File: config.mk
export PLATFORM = sky130hd
export DESIGN_NAME = stage_mem_flat
export DESIGN_NICKNAME = d
export VERILOG_FILES = /design/src/rtl/stage_mem_pkg.sv /design/src/rtl/stage_mem_if.sv /design/src/rtl/stage_mem_lane_align.sv /design/src/rtl/stage_mem.sv /design/src/flat_wrapper.sv
export SDC_FILE = /design/constraint.sdc
export NUM_CORES = 1
export LEC_CHECK = 0
export ABC_AREA = 1
export BUFFER_PORTS_ARGS = -buffer_cell sky130_fd_sc_hd__buf_2
export CAP_MARGIN = 15
export CORE_MARGIN = 10
export CORE_UTILIZATION = 49
export CTS_CLUSTER_DIAMETER = 100
export DETAILED_ROUTE_END_ITERATION = 10
export GPL_TIMING_DRIVEN = 1
export PLACE_DENSITY = 0.85
export SLEW_MARGIN = 0
export SYNTH_ARGS = -nofsm -noshare
export SYNTH_HDL_FRONTEND = slang
export SYNTH_SLANG_ARGS = --single-unit
export TNS_END_PERCENT = 1
File: constraint.sdc
create_clock -name clk -period 4.6 [get_ports clk]
set_clock_uncertainty 0.1 [all_clocks]
set_input_delay 0.69 -clock clk [delete_from_list [all_inputs] [get_ports clk]]
set_output_delay 0.69 -clock clk [all_outputs]
set_load 0.03 [all_outputs]
File: src/rtl/stage_mem_pkg.sv
// Shared size codes and FSM state type for the MEM stage.
package stage_mem_pkg;

   localparam logic [2:0] LD_W  = 3'b000;
   localparam logic [2:0] LD_H  = 3'b001;
   localparam logic [2:0] LD_HU = 3'b010;
   localparam logic [2:0] LD_B  = 3'b011;
   localparam logic [2:0] LD_BU = 3'b100;

   localparam logic [1:0] ST_W  = 2'b00;
   localparam logic [1:0] ST_H  = 2'b01;
   localparam logic [1:0] ST_B  = 2'b10;

   typedef enum logic [1:0] {IDLE, WAIT, DONE} memState_t;

endpackage

File: src/rtl/stage_mem_if.sv
// Data-memory req/ack bus between the MEM stage (master) and memory (slave).
interface stage_mem_if;
   logic        memReq;
   logic        memWe;
   logic [31:0] memAddr;
   logic [3:0]  memBe;
   logic [31:0] memWdata;
   logic [31:0] memRdata;
   logic        memAck;

   modport master (output memReq, memWe, memAddr, memBe, memWdata,
                   input  memRdata, memAck);
   modport slave  (input  memReq, memWe, memAddr, memBe, memWdata,
                   output memRdata, memAck);
endinterface

File: src/rtl/stage_mem_lane_align.sv
// Combinational lane logic: store byte enables/placement, load extraction, alignment check.
module mem_lane_align
   import stage_mem_pkg::*;
(
   input  logic [2:0]  loadSize,
   input  logic [1:0]  storeSize,
   input  logic        isWrite,
   input  logic [1:0]  addrLo,
   input  logic [31:0] rt,
   input  logic [31:0] rdata,
   output logic [3:0]  be,
   output logic [31:0] wdata,
   output logic [31:0] loadData,
   output logic        misaligned
);

   logic [7:0]  byteSel;
   logic [15:0] halfSel;

   assign byteSel = rdata[{addrLo, 3'b000} +: 8];
   assign halfSel = addrLo[1] ? rdata[31:16] : rdata[15:0];

   always_comb begin
      be         = 4'b1111;
      wdata      = rt;
      loadData   = rdata;
      misaligned = 1'b0;
      if (isWrite) begin
         case (storeSize)
            ST_B: begin
               be    = 4'b0001 << addrLo;
               wdata = {4{rt[7:0]}};
            end
            ST_H: begin
               be         = 4'b0011 << addrLo;
               wdata      = {2{rt[15:0]}};
               misaligned = addrLo[0];
            end
            ST_W:    misaligned = |addrLo;
            default: misaligned = 1'b1;
         endcase
      end else begin
         // Unknown load codes fall through to word behaviour.
         case (loadSize)
            LD_B:  loadData = {{24{byteSel[7]}}, byteSel};
            LD_BU: loadData = {24'd0, byteSel};
            LD_H: begin
               loadData   = {{16{halfSel[15]}}, halfSel};
               misaligned = addrLo[0];
            end
            LD_HU: begin
               loadData   = {16'd0, halfSel};
               misaligned = addrLo[0];
            end
            default: misaligned = |addrLo;
         endcase
      end
   end

endmodule

File: src/rtl/stage_mem.sv
// MEM pipeline stage: req/ack data bus, lane handling, stall and MEM/WB latch.
// Optional bus timeout abort enabled by defining MEM_TIMEOUT_EN.
module stage_mem
   import stage_mem_pkg::*;
#(
   parameter int TIMEOUT_CYCLES = 255
) (
   input  logic        clk,
   input  logic        rst_n,
   input  logic        MemRead,
   input  logic        MemWrite,
   input  logic        RegWrite,
   input  logic [1:0]  MemtoReg,
   input  logic [31:0] inAlu,
   input  logic [31:0] inDataRt,
   input  logic [4:0]  inMuxRtRd,
   input  logic [2:0]  inflagLoadWordDividerMEM,
   input  logic [1:0]  inflagStoreWordDividerMEM,
   stage_mem_if.master bus,
   output logic        stallMem,
   output logic        misalign,
   output logic        outRegWrite,
   output logic [1:0]  outMemtoReg,
   output logic [31:0] outMemData,
   output logic [31:0] outAlu,
   output logic [4:0]  outMuxRtRd
);

   memState_t   state;
   logic        access, isWrite, misAl, keepWb;
   logic [3:0]  laneBe;
   logic [31:0] laneWdata, loadData, capData;

   assign access  = MemRead | MemWrite;
   assign isWrite = MemWrite & ~MemRead;

   mem_lane_align uAlign (
      .loadSize   (inflagLoadWordDividerMEM),
      .storeSize  (inflagStoreWordDividerMEM),
      .isWrite    (isWrite),
      .addrLo     (inAlu[1:0]),
      .rt         (inDataRt),
      .rdata      (bus.memRdata),
      .be         (laneBe),
      .wdata      (laneWdata),
      .loadData   (loadData),
      .misaligned (misAl)
   );

   // Stall is raised in the presentation cycle so EX/MEM holds the access operands.
   assign stallMem = rst_n & (((state == IDLE) & access & ~misAl) | (state == WAIT));

`ifdef MEM_TIMEOUT_EN
   localparam int CNT_W = ($clog2(TIMEOUT_CYCLES + 1) > 8) ? $clog2(TIMEOUT_CYCLES + 1) : 8;
   localparam logic [CNT_W-1:0] CNT_LAST = CNT_W'(TIMEOUT_CYCLES - 1);
   logic [CNT_W-1:0] waitCnt;
   logic             abortAcc;
   assign keepWb = ~abortAcc;
`else
   assign keepWb = 1'b1;
`endif

   always_ff @(posedge clk or negedge rst_n) begin
      if (!rst_n) begin
         state        <= IDLE;
         bus.memReq   <= 1'b0;
         bus.memWe    <= 1'b0;
         bus.memAddr  <= '0;
         bus.memBe    <= '0;
         bus.memWdata <= '0;
         misalign     <= 1'b0;
         capData      <= '0;
         outRegWrite  <= 1'b0;
         outMemtoReg  <= '0;
         outMemData   <= '0;
         outAlu       <= '0;
         outMuxRtRd   <= '0;
`ifdef MEM_TIMEOUT_EN
         waitCnt      <= '0;
         abortAcc     <= 1'b0;
`endif
      end else begin
         misalign <= 1'b0;
         case (state)
            IDLE: begin
               if (access && !misAl) begin
                  state        <= WAIT;
                  bus.memReq   <= 1'b1;
                  bus.memWe    <= isWrite;
                  bus.memAddr  <= {inAlu[31:2], 2'b00};
                  bus.memBe    <= laneBe;
                  bus.memWdata <= isWrite ? laneWdata : 32'd0;
                  outRegWrite  <= 1'b0;
`ifdef MEM_TIMEOUT_EN
                  waitCnt      <= '0;
                  abortAcc     <= 1'b0;
`endif
               end else begin
                  // Non-access passes straight through; a misaligned access retires as a no-write.
                  misalign    <= access;
                  outRegWrite <= RegWrite & ~access;
                  outMemtoReg <= MemtoReg;
                  outMemData  <= 32'd0;
                  outAlu      <= inAlu;
                  outMuxRtRd  <= inMuxRtRd;
               end
            end
            WAIT: begin
               outRegWrite <= 1'b0;
               if (bus.memAck) begin
                  bus.memReq <= 1'b0;
                  bus.memWe  <= 1'b0;
                  capData    <= isWrite ? 32'd0 : loadData;
                  state      <= DONE;
               end
`ifdef MEM_TIMEOUT_EN
               else if (waitCnt == CNT_LAST) begin
                  bus.memReq <= 1'b0;
                  bus.memWe  <= 1'b0;
                  capData    <= 32'd0;
                  abortAcc   <= 1'b1;
                  misalign   <= 1'b1;
                  state      <= DONE;
               end else begin
                  waitCnt <= waitCnt + 1'b1;
               end
`endif
            end
            DONE: begin
               outRegWrite <= RegWrite & keepWb;
               outMemtoReg <= MemtoReg;
               outMemData  <= capData;
               outAlu      <= inAlu;
               outMuxRtRd  <= inMuxRtRd;
               state       <= IDLE;
            end
            default: state <= IDLE;
         endcase
      end
   end

endmodule

File: src/flat_wrapper.sv
// flat-port wrapper written by rule: the top's interface ports become plain ports
module stage_mem_flat import stage_mem_pkg::*;
#(
   parameter int TIMEOUT_CYCLES = 255
)
  (clk, rst_n, MemRead, MemWrite, RegWrite, MemtoReg, inAlu, inDataRt, inMuxRtRd, inflagLoadWordDividerMEM, inflagStoreWordDividerMEM, stallMem, misalign, outRegWrite, outMemtoReg, outMemData, outAlu, outMuxRtRd, bus_memReq, bus_memWe, bus_memAddr, bus_memBe, bus_memWdata, bus_memRdata, bus_memAck);
  stage_mem_if bus_i ();
  input  logic clk;
  input  logic rst_n;
  input  logic MemRead;
  input  logic MemWrite;
  input  logic RegWrite;
  input  logic [1:0] MemtoReg;
  input  logic [31:0] inAlu;
  input  logic [31:0] inDataRt;
  input  logic [4:0] inMuxRtRd;
  input  logic [2:0] inflagLoadWordDividerMEM;
  input  logic [1:0] inflagStoreWordDividerMEM;
  output logic stallMem;
  output logic misalign;
  output logic outRegWrite;
  output logic [1:0] outMemtoReg;
  output logic [31:0] outMemData;
  output logic [31:0] outAlu;
  output logic [4:0] outMuxRtRd;
  output wire logic [$bits(bus_i.memReq)-1:0] bus_memReq;
  output wire logic [$bits(bus_i.memWe)-1:0] bus_memWe;
  output wire logic [$bits(bus_i.memAddr)-1:0] bus_memAddr;
  output wire logic [$bits(bus_i.memBe)-1:0] bus_memBe;
  output wire logic [$bits(bus_i.memWdata)-1:0] bus_memWdata;
  input wire logic [$bits(bus_i.memRdata)-1:0] bus_memRdata;
  input wire logic [$bits(bus_i.memAck)-1:0] bus_memAck;
  assign bus_memReq = bus_i.memReq;
  assign bus_memWe = bus_i.memWe;
  assign bus_memAddr = bus_i.memAddr;
  assign bus_memBe = bus_i.memBe;
  assign bus_memWdata = bus_i.memWdata;
  assign bus_i.memRdata = bus_memRdata;
  assign bus_i.memAck = bus_memAck;
  stage_mem #(.TIMEOUT_CYCLES(TIMEOUT_CYCLES)) u_core (.clk(clk), .rst_n(rst_n), .MemRead(MemRead), .MemWrite(MemWrite), .RegWrite(RegWrite), .MemtoReg(MemtoReg), .inAlu(inAlu), .inDataRt(inDataRt), .inMuxRtRd(inMuxRtRd), .inflagLoadWordDividerMEM(inflagLoadWordDividerMEM), .inflagStoreWordDividerMEM(inflagStoreWordDividerMEM), .bus(bus_i), .stallMem(stallMem), .misalign(misalign), .outRegWrite(outRegWrite), .outMemtoReg(outMemtoReg), .outMemData(outMemData), .outAlu(outAlu), .outMuxRtRd(outMuxRtRd));
endmodule
## Word-level counts from Yosys, hierarchy flattened

Cells that the tools add are included.

| storage, ports and cells | value |
|---|---|
| bits in registers | 175 |
| input bits | 114 |

| operators by class | value |
|---|---|
| equal/unequal tests | 11 |
| shift-type cells | 3 |
| multiplexer cells | 30 |
| bitwise logic cells | 10 |
| reductions and logical operators | 15 |

Operator list:

| cell | number |
|---|---|
| $pmux 32 s2 | 3 |
| $mux 32 | 4 |
| $pmux 32 s4 | 1 |
| $shiftx 32x6->8 | 1 |
| $mux 16 | 1 |
| $pmux 5 s2 | 1 |
| $pmux 2 s2 | 2 |
| $pmux 4 s2 | 1 |
| $reduce_and 2->1 | 4 |
| $mux 1 | 7 |
| $eq 3x2->1 const B | 2 |
| $mux 2 | 3 |
| $ne 2x2->1 const B | 3 |
| $pmux 1 s2 | 3 |
| $pmux 1 s3 | 2 |
| $reduce_or 2->1 | 3 |
| $and 1x1->1 | 5 |
| $mux 5 | 1 |
| $eq 2x1->1 const B | 2 |
| $eq 2x2->1 const B | 2 |
| $logic_not 2->1 | 2 |
| $mux 4 | 1 |
| $reduce_bool 2->1 | 2 |
| $shl 1x2->4 const A | 1 |
| 9 further kinds | 12 |

## Logic depth before layout (Yosys ltp)

Gate-level depths: netlist of run 1.

| depth | value |
|---|---|
| word-level depth | 8 |
| mapped depth | 14 |

## Modules after synthesis

From an unflattened synthesis of run 1, not the netlist that was laid out.

| unflattened totals | value |
|---|---|
| cells, all modules | 1113 |
| area total of the unflattened synthesis | 8609.5 µm² |

By module, submodules not included:

| module | instances | cells each | area each (µm²) | seq. area each (µm²) |
|---|---|---|---|---|
| stage_mem | 1 | 747 | 6971.7 | 4379.2 |
| mem_lane_align | 1 | 366 | 1637.8 | 0.0 |

## Worst setup path before layout of run 1

No wires, ideal clock.

| path | value |
|---|---|
| kind | input -> output |
| start point | in inflagStoreWordDividerMEM[1] |
| end point | out stallMem |
| arrival time | 2.418 ns |
| data required time | 3.810 ns |
| path slack | 1.392 ns |
| stages | 10 |
| cells stage by stage | inv_1 ha_1 clkbuf_1 nand2_1 nand3_1 nand2_2 nand3_2 buf_6 buf_2 a21boi_0 |

| between the ends | value |
|---|---|
| cells in the longest elaborated chain, start to end | 7 |
| elaborated cells between the ends (all ways) | 9 |
| classes of those cells | eq/ne: 2; mux: 2; bitwise: 4; reduce/logical: 1 |

Ends and longest elaborated chain:

| what | line | text |
|---|---|---|
| start: declaration | flat_wrapper.sv:18 | `input logic [1:0] inflagStoreWordDividerMEM;` |
| $eq 2x1->1, or another cell as far along | stage_mem_lane_align.sv:29 | `case (storeSize)` |
| $pmux 1 s3 (*) | stage_mem_lane_align.sv:29 |  |
| $mux 1 (*) | stage_mem_lane_align.sv:28 | `if (isWrite) begin` |
| $not 1->1 (*) | stage_mem.sv:51 | `assign stallMem = rst_n & (((state == IDLE) & access & ~misAl) \| (state == WAIT));` |
| $and 1x1->1 (*) | stage_mem.sv:51 |  |
| $or 1x1->1 (*) | stage_mem.sv:51 |  |
| $and 1x1->1 (*) | stage_mem.sv:51 |  |
| end: declaration | flat_wrapper.sv:19 | `output logic stallMem;` |

Every way passes the cells marked *; elsewhere a longest branch is shown, timed or not.

## Worst setup path in the final report of run 1

| path | value |
|---|---|
| start point | in inAlu[1] |
| end point | reg u_core.outMemData[1] |

| between the ends | value |
|---|---|
| cells in the longest elaborated chain, start to end | 7 |
| elaborated cells between the ends (all ways) | 8 |
| classes of those cells | eq/ne: 1; mux: 3; reduce/logical: 4 |

Ends and longest elaborated chain:

| what | line | text |
|---|---|---|
| start: declaration | flat_wrapper.sv:14 | `input logic [31:0] inAlu;` |
| $reduce_or 2->1 (*) | stage_mem_lane_align.sv:39, stage_mem_lane_align.sv:55 |  |
| $pmux 1 s3 / $pmux 1 s2 (equally long branches) | stage_mem_lane_align.sv:29, stage_mem_lane_align.sv:44 |  |
| $mux 1 (*) | stage_mem_lane_align.sv:28 |  |
| $logic_not 1->1 (*) | stage_mem.sv:86 | `if (access && !misAl) begin` |
| $logic_and 1x1->1 (*) | stage_mem.sv:86 |  |
| $ne 2x2->1 (no line) (*) | n/a |  |
| $reduce_and 2->1 (no line) (*) | n/a |  |
| end signal: assignment | stage_mem.sv:132 | `outMemData <= capData;` |
| end: declaration | stage_mem.sv:24 | `output logic [31:0] outMemData,` |

Marks and branches as above.
A chain may end at the register's enable or synchronous reset.

==> impl_metrics.tcl, run 1 <==
set metrics [dict create \
    synth.area.top_cells "dfrtp_1 56%, nand2_1 14%, o21ai_0 6.9%" \
    first_pass_iters 5 \
    dieArea_mm2 0.02134 \
    finalNetCount 1238 \
    avgSynthCellArea_um2 8.751 \
    clk_latency_ns 0.42 \
    layout_min_cycle_time_ns 3.378 \
    grt_usage_pct 21.35 \
    worstPathRequired_ns 4.81 \
    synthDistinctLibCells 32 \
    cts_setup_buffers 0 \
    drive_gt1_share_pct 27.06 \
    r2r_setup_slack_ns 1.78 \
    core_area_mm2 0.01571 \
    clock_path_buffers 2 \
    synth_top_area_share_pct 56.22 \
    synth-seq-area-share_pct 56.22 \
    ir_drop_v 0.0004179 \
    rr_worst_depth 8 \
    clkPwrFrac_pct 21.0 \
    layout_commonest_cell "nand2_1" \
    yosysWarningCount 0 \
    leakagePower_nw 5.261 \
    h-tree-depth 4 \
    worst-path-max-fanout 76 \
    rsz0062_at_grt "false" \
    cp-endpoint "u_core.outMemData[1]" \
    gp_congestion 0.9699 \
    dpl.hpwl_um 17040 \
    relSlewSlack_pct 25.51 \
    vias_per_cell 5.269 \
    ys_seq_elements 175 \
    die_height_um 146.1 \
    initialDrtViolationCount 658 \
    crit_path_end_kind "flip-flop" \
    ctsResizeCount 0 \
    grt_pass1_wl_um 37130 \
    syn_to_final_growth_pct 24.82 \
    crit_path_start "inAlu[1]" \
    cts_tree "built" \
    antenna_found_initial 1 \
    holdWs_ns 0.08874 \
    comb_power_share_pct 43.7 \
    power_switching_mw 3.337 \
    fillers 1317 \
    final_cell_mix "292 x nand2_1, 254 x buf_2, 175 x dfrtp_1" \
    path_class "in2reg" \
    ioPinCount 258 \
    fin_tns_setup_ns 0 \
    setup_violations 0 \
    outcome "complete, no violations" \
    final_max_slew_viol_count 0 \
    reg2reg_from "u_core.state[0]" \
    tightest_slew_ns 1.116 \
    r2r-end "u_core.outMemData[1]" \
    fmax_ghz 0.2960 \
    cts-hold-fix-buffers 0 \
    p_sw_share_pct 45.32 \
    routedWlPerCell_um 17.48 \
    io_buffer_count 255 \
    rows 46 \
    cts_num_sinks 175 \
    intPower_mw 4.026 \
    grt_pass1_vias 6916 \
    start_util_pct 49.57 \
    hold_viol_final 0 \
    cts-root-buf "clkbuf_16" \
    grt.overflow.total 0 \
    numCtsBuffers 17 \
    drtAntennaViolNets 0 \
    grt_start_max_net_pins 97 \
    crit_arrival_ns 3.58 \
    die_w_um 146.1 \
    drt-total-wl_um 23490 \
    timing.final.crit_share_pct 73.44 \
    syn_inst 890 \
    clk_pin_slew_worst_paths_ns 0.06 \
    cellPowerDensity_mw_per_mm2 757.4 \
    routed-via-count 7082 \
    drv_cap 0 \
    seqPwrFrac_pct 35.2 \
    syn_area_mm2 0.007789 \
    yosysTopAreaCell "dfrtp_1" \
    hold_class "in2async" \
    drc 0 \
    startpoint_type "primary input" \
]
[flip-flops by register name (all words and copies together), names as in the netlist]
name	count
u_core.bus.memWdata	32
u_core.capData	32
u_core.outAlu	32
u_core.outMemData	32
u_core.bus.memAddr	30
u_core.outMuxRtRd	5
u_core.bus.memBe	4
u_core.outMemtoReg	2
u_core.state	2
u_core.bus.memReq	1
u_core.bus.memWe	1
u_core.misalign	1
u_core.outRegWrite	1
[synthesized netlist by cell type]
master,number
a32oi_1,8
nor2_2,1
buf_6,10
buf_2,8
nand2_1,292
nand2_2,2
a21oi_1,21
nor2_4,2
or2_2,2
nand2_4,1
o2111ai_1,1
clkbuf_1,27
buf_1,5
nor2_1,37
a21boi_0,1
nand4_1,2
dfrtp_1,175
a221o_1,7
o21ai_0,107
nand3_2,2
nand3_1,45
nor3_1,1
ha_1,10
o211ai_1,25
buf_4,9
inv_2,1
o21ai_2,2
conb_1,1
clkinv_1,1
inv_1,49
o22ai_1,7
o21ai_1,28
[worst min-delay path by stage]
stage | to | depth (start not counted)
2_1_floorplan | u_core.bus.memAddr[10] | 0
3_3_place_gp | u_core.outMemData[3] | 2
3_5_place_dp | u_core.outMuxRtRd[0] | 2
4_1_cts | u_core.outMemData[10] | 1
5_1_grt | u_core.outMemData[10] | 1
6_report | u_core.outMemData[11] | 1
[metrics by stage]
stage / setup slack (ns) / util (%) / total power [mW] / instance area, um^2 / instances
after floorplan: 1.392 / - / 4.849 / 7792 / 891
after global placement: 0.9791 / 57.82 / 5.745 / 9085 / 1311
after detailed placement: 0.8713 / 57.82 / 5.850 / 9085 / 1311
after CTS: 1.317 / 61.86 / 7.408 / 9719 / 1343
after global routing: 1.029 / 61.87 / 7.812 / 9722 / 1344
final: 1.222 / 61.87 / 7.363 / 9722 / 1344
[power groups by stage]
stage          Combinational (mW)  Sequential (mW)  Clock [mW]
3_3_place_gp                 3.16             2.58           0
5_1_grt                      3.50             2.68        1.64
2_1_floorplan                1.21             3.64           0
4_1_cts                      3.26             2.59        1.56
6_report                     3.22             2.60        1.55
3_5_place_dp                 3.25             2.60           0
[cells by family after synthesis]
logic type	synth area share [%]
adder cells (fa/ha/maj)	1.606
AND/OR/NAND/NOR	20.06
buffers and inverters	6.827
other	0.04815
flip-flops	56.22
AO/OA/AOI/OAI	15.23
[worst max-delay path, stage by stage]
cell and delay [ns]:
buf_2 0.30, inv_1 0.40, nand2_1 0.19, nand2_1 0.06
nand3_1 0.09, nand2_2 0.09, nand3_4 0.07, buf_4 0.58
nand2_4 0.46, buf_12 0.34, nand2_1 0.13, nand2_1 0.07
[metal layers]
layer  GRT usage [%]  part of all wire [%]  vias up
li1                -                     -     3371
met1           26.09                    40     3295
met2           34.05                    48      360
met3           6.953                   9.5       56
met4           9.209                   2.7        0
met5               0                     0        -
[cell type report]
type | instances | area (um^2) | share of cell area, %
Clock buffer | 23 | 478.0 | 4.916
Timing Repair Buffer | 263 | 1355 | 13.94
Inverter | 51 | 191.4 | 1.969
Tap cell | 216 | 270.3 | 2.780
Sequential cell | 175 | 4379 | 45.05
Antenna cell | 1 | 2.502 | 0.02574
Clock inverter | 9 | 156.4 | 1.609
Multi-Input combinational cell | 606 | 2889 | 29.72
Power figures use the tool's default switching activity.
==> run 2: changes to the inputs <==
CORE_UTILIZATION = 46   (was 49)
PLACE_DENSITY = 0.84   (was 0.85)
clock period = 2.9 ns   (was 4.6 ns; I/O delays follow)
==> run 2 against run 1 <==
  * Register-to-register slack lost 1.2 ns
  * Critical endpoint is now stallMem
  * Highest routed layer is now met5
  * Clock power grew 59%
  * Non-clock buffer count grew 11
  * Sequential power grew 58%
  * Setup slack lost 0.63 ns
==> impl_metrics.tcl, run 2 (synthesis results as in run 1) <==
set metrics [dict create \
    drv_cap 0 \
    relSlewSlack_pct 51.59 \
    power_mw 11.69 \
    antenna_found_initial 2 \
    syn_to_final_growth_pct 26.15 \
    finalNetCount 1249 \
    reg2reg_from "u_core.state[0]" \
    routed-via-count 7151 \
    drive_gt1_share_pct 27.79 \
    fin_util_pct 59.25 \
    io_buffer_count 255 \
    ir_drop_v 0.001146 \
    fmax_ghz 0.4330 \
    worstHoldStart "inMuxRtRd[0]" \
    crit_arrival_ns 1.77 \
    gp_congestion 0.9423 \
    outcome "complete, no violations" \
    crit_path_end_kind "output port" \
    layout_min_cycle_time_ns 2.310 \
    cts_tree "built" \
    vias_per_cell 5.266 \
    numCtsBuffers 17 \
    comb_power_share_pct 43.9 \
    worst-path-max-fanout 40 \
    grt_usage_pct 20.53 \
    timing.final.crit_share_pct 79.64 \
    final_max_slew_viol_count 0 \
    power_switching_mw 5.310 \
    worstPathRequired_ns 2.37 \
    start_util_pct 46.97 \
    rows 47 \
    seqPwrFrac_pct 35.1 \
    hold_class "in2reg" \
    grt_pass1_wl_um 36950 \
    cts-root-buf "clkbuf_16" \
    grt_start_max_net_pins 172 \
    dpl.hpwl_um 17000 \
    intPower_mw 6.385 \
    tightest_slew_ns 0.7254 \
    drtAntennaViolNets 0 \
    leakagePower_nw 5.319 \
    clk_pin_slew_worst_paths_ns 0.06 \
    hold_end "u_core.outMuxRtRd[0]" \
    startpoint_type "primary input" \
    clock_path_buffers 2 \
    p_sw_share_pct 45.40 \
    rr_worst_depth 8 \
    grt_pass1_vias 6967 \
    drt-total-wl_um 23750 \
    first_pass_iters 5 \
    setup_violations 0 \
    ioPinCount 258 \
    die_height_um 150.1 \
    path_class "in2out" \
    die_w_um 150.1 \
    layout_commonest_cell "nand2_1" \
    min_path_cells 3 \
    drc 0 \
    fin_tns_setup_ns 0 \
    clk_latency_ns 0.42 \
    r2r_setup_slack_ns 0.61 \
    r2r-end "u_core.outAlu[27]" \
    dieArea_mm2 0.02254 \
    final_cell_mix "292 x nand2_1, 254 x buf_2, 175 x dfrtp_1" \
    routedWlPerCell_um 17.49 \
    rsz0062_at_grt "false" \
    fillers 1445 \
    cellPowerDensity_mw_per_mm2 1190 \
    clkPwrFrac_pct 21.0 \
    grt.overflow.total 0 \
    h-tree-depth 4 \
    initialDrtViolationCount 679 \
    cts_num_sinks 175 \
    ctsResizeCount 0 \
    core_area_mm2 0.01658 \
    hold_viol_final 0 \
]
[run 2: cell types whose count changed in the layout (fill, tap and decap cells not counted), sizes merged]
cell         before  now
clkinv            3    1
clkinvlp          3    4
clkbuf           23   20
dlygate4sd3       0    1
buf             263  273
inv              50   53
[run 2: cell type report]
class	instances	area (um^2)	share of cell area, %
clock inverter	11	178.9	1.821
clock buffer	20	456.7	4.648
multi-input combinational	606	2889	29.40
tap	220	275.3	2.801
antenna	1	2.502	0.02547
timing repair buffer	274	1453	14.78
sequential	175	4379	44.57
inverter	51	191.4	1.948
[run 2: through the flow]
stage / area (um^2) / instances / hold slack [ns] / worst slack [ns]
after floorplan: 7792 / 891 / 0.03941 / 0.2015
after global placement: 9178 / 1325 / 0.2639 / 0.6005
after detailed placement: 9178 / 1325 / 0.2738 / 0.5055
after CTS: 9823 / 1357 / 0.1246 / 0.5601
after global routing: 9826 / 1358 / 0.1462 / 0.4278
final: 9826 / 1358 / 0.1429 / 0.5903
[run 2: worst max-delay path: stages]
cell and delay, ns:
dlygate4sd3_1 0.54, buf_6 0.34, a21boi_0 0.21, buf_2 0.22
[run 2: power by group through the flow]
stage | combinational [mW] | sequential [mW] | clock, mW
floorplan | 1.93 | 5.77 | 0
global placement | 5.08 | 4.07 | 0
detailed placement | 5.17 | 4.12 | 0
CTS | 5.20 | 4.09 | 2.52
global route | 5.58 | 4.23 | 2.61
finish | 5.14 | 4.10 | 2.46
[run 2: how the worst max path moves through the flow]
stage,from,end,slack [ns],cells after the start
global placement,inflagStoreWordDividerMEM[0],u_core.bus.memBe[0],0.60,8
finish,rst_n,stallMem,0.59,4
floorplan,inflagStoreWordDividerMEM[1],stallMem,0.20,10
CTS,u_core.state[1],stallMem,0.56,5
detailed placement,inflagStoreWordDividerMEM[0],u_core.bus.memBe[0],0.51,8
global route,u_core.state[1],stallMem,0.43,5
[run 2: per-layer routing]
layer | GRT usage, % | share of wire [%]
met5 | 0 | 0.034
met4 | 8.746 | 2.9
met3 | 5.642 | 8.8
met2 | 33.26 | 48
met1 | 25.33 | 40
[run 2: repair_timing]
| action | 4_1_cts | 5_1_grt |
|---|---|---|
| setup buffers | 0 | 0 |
| endpoints found under the hold margin | 37 | 0 |
| hold buffers | 1 | 0 |
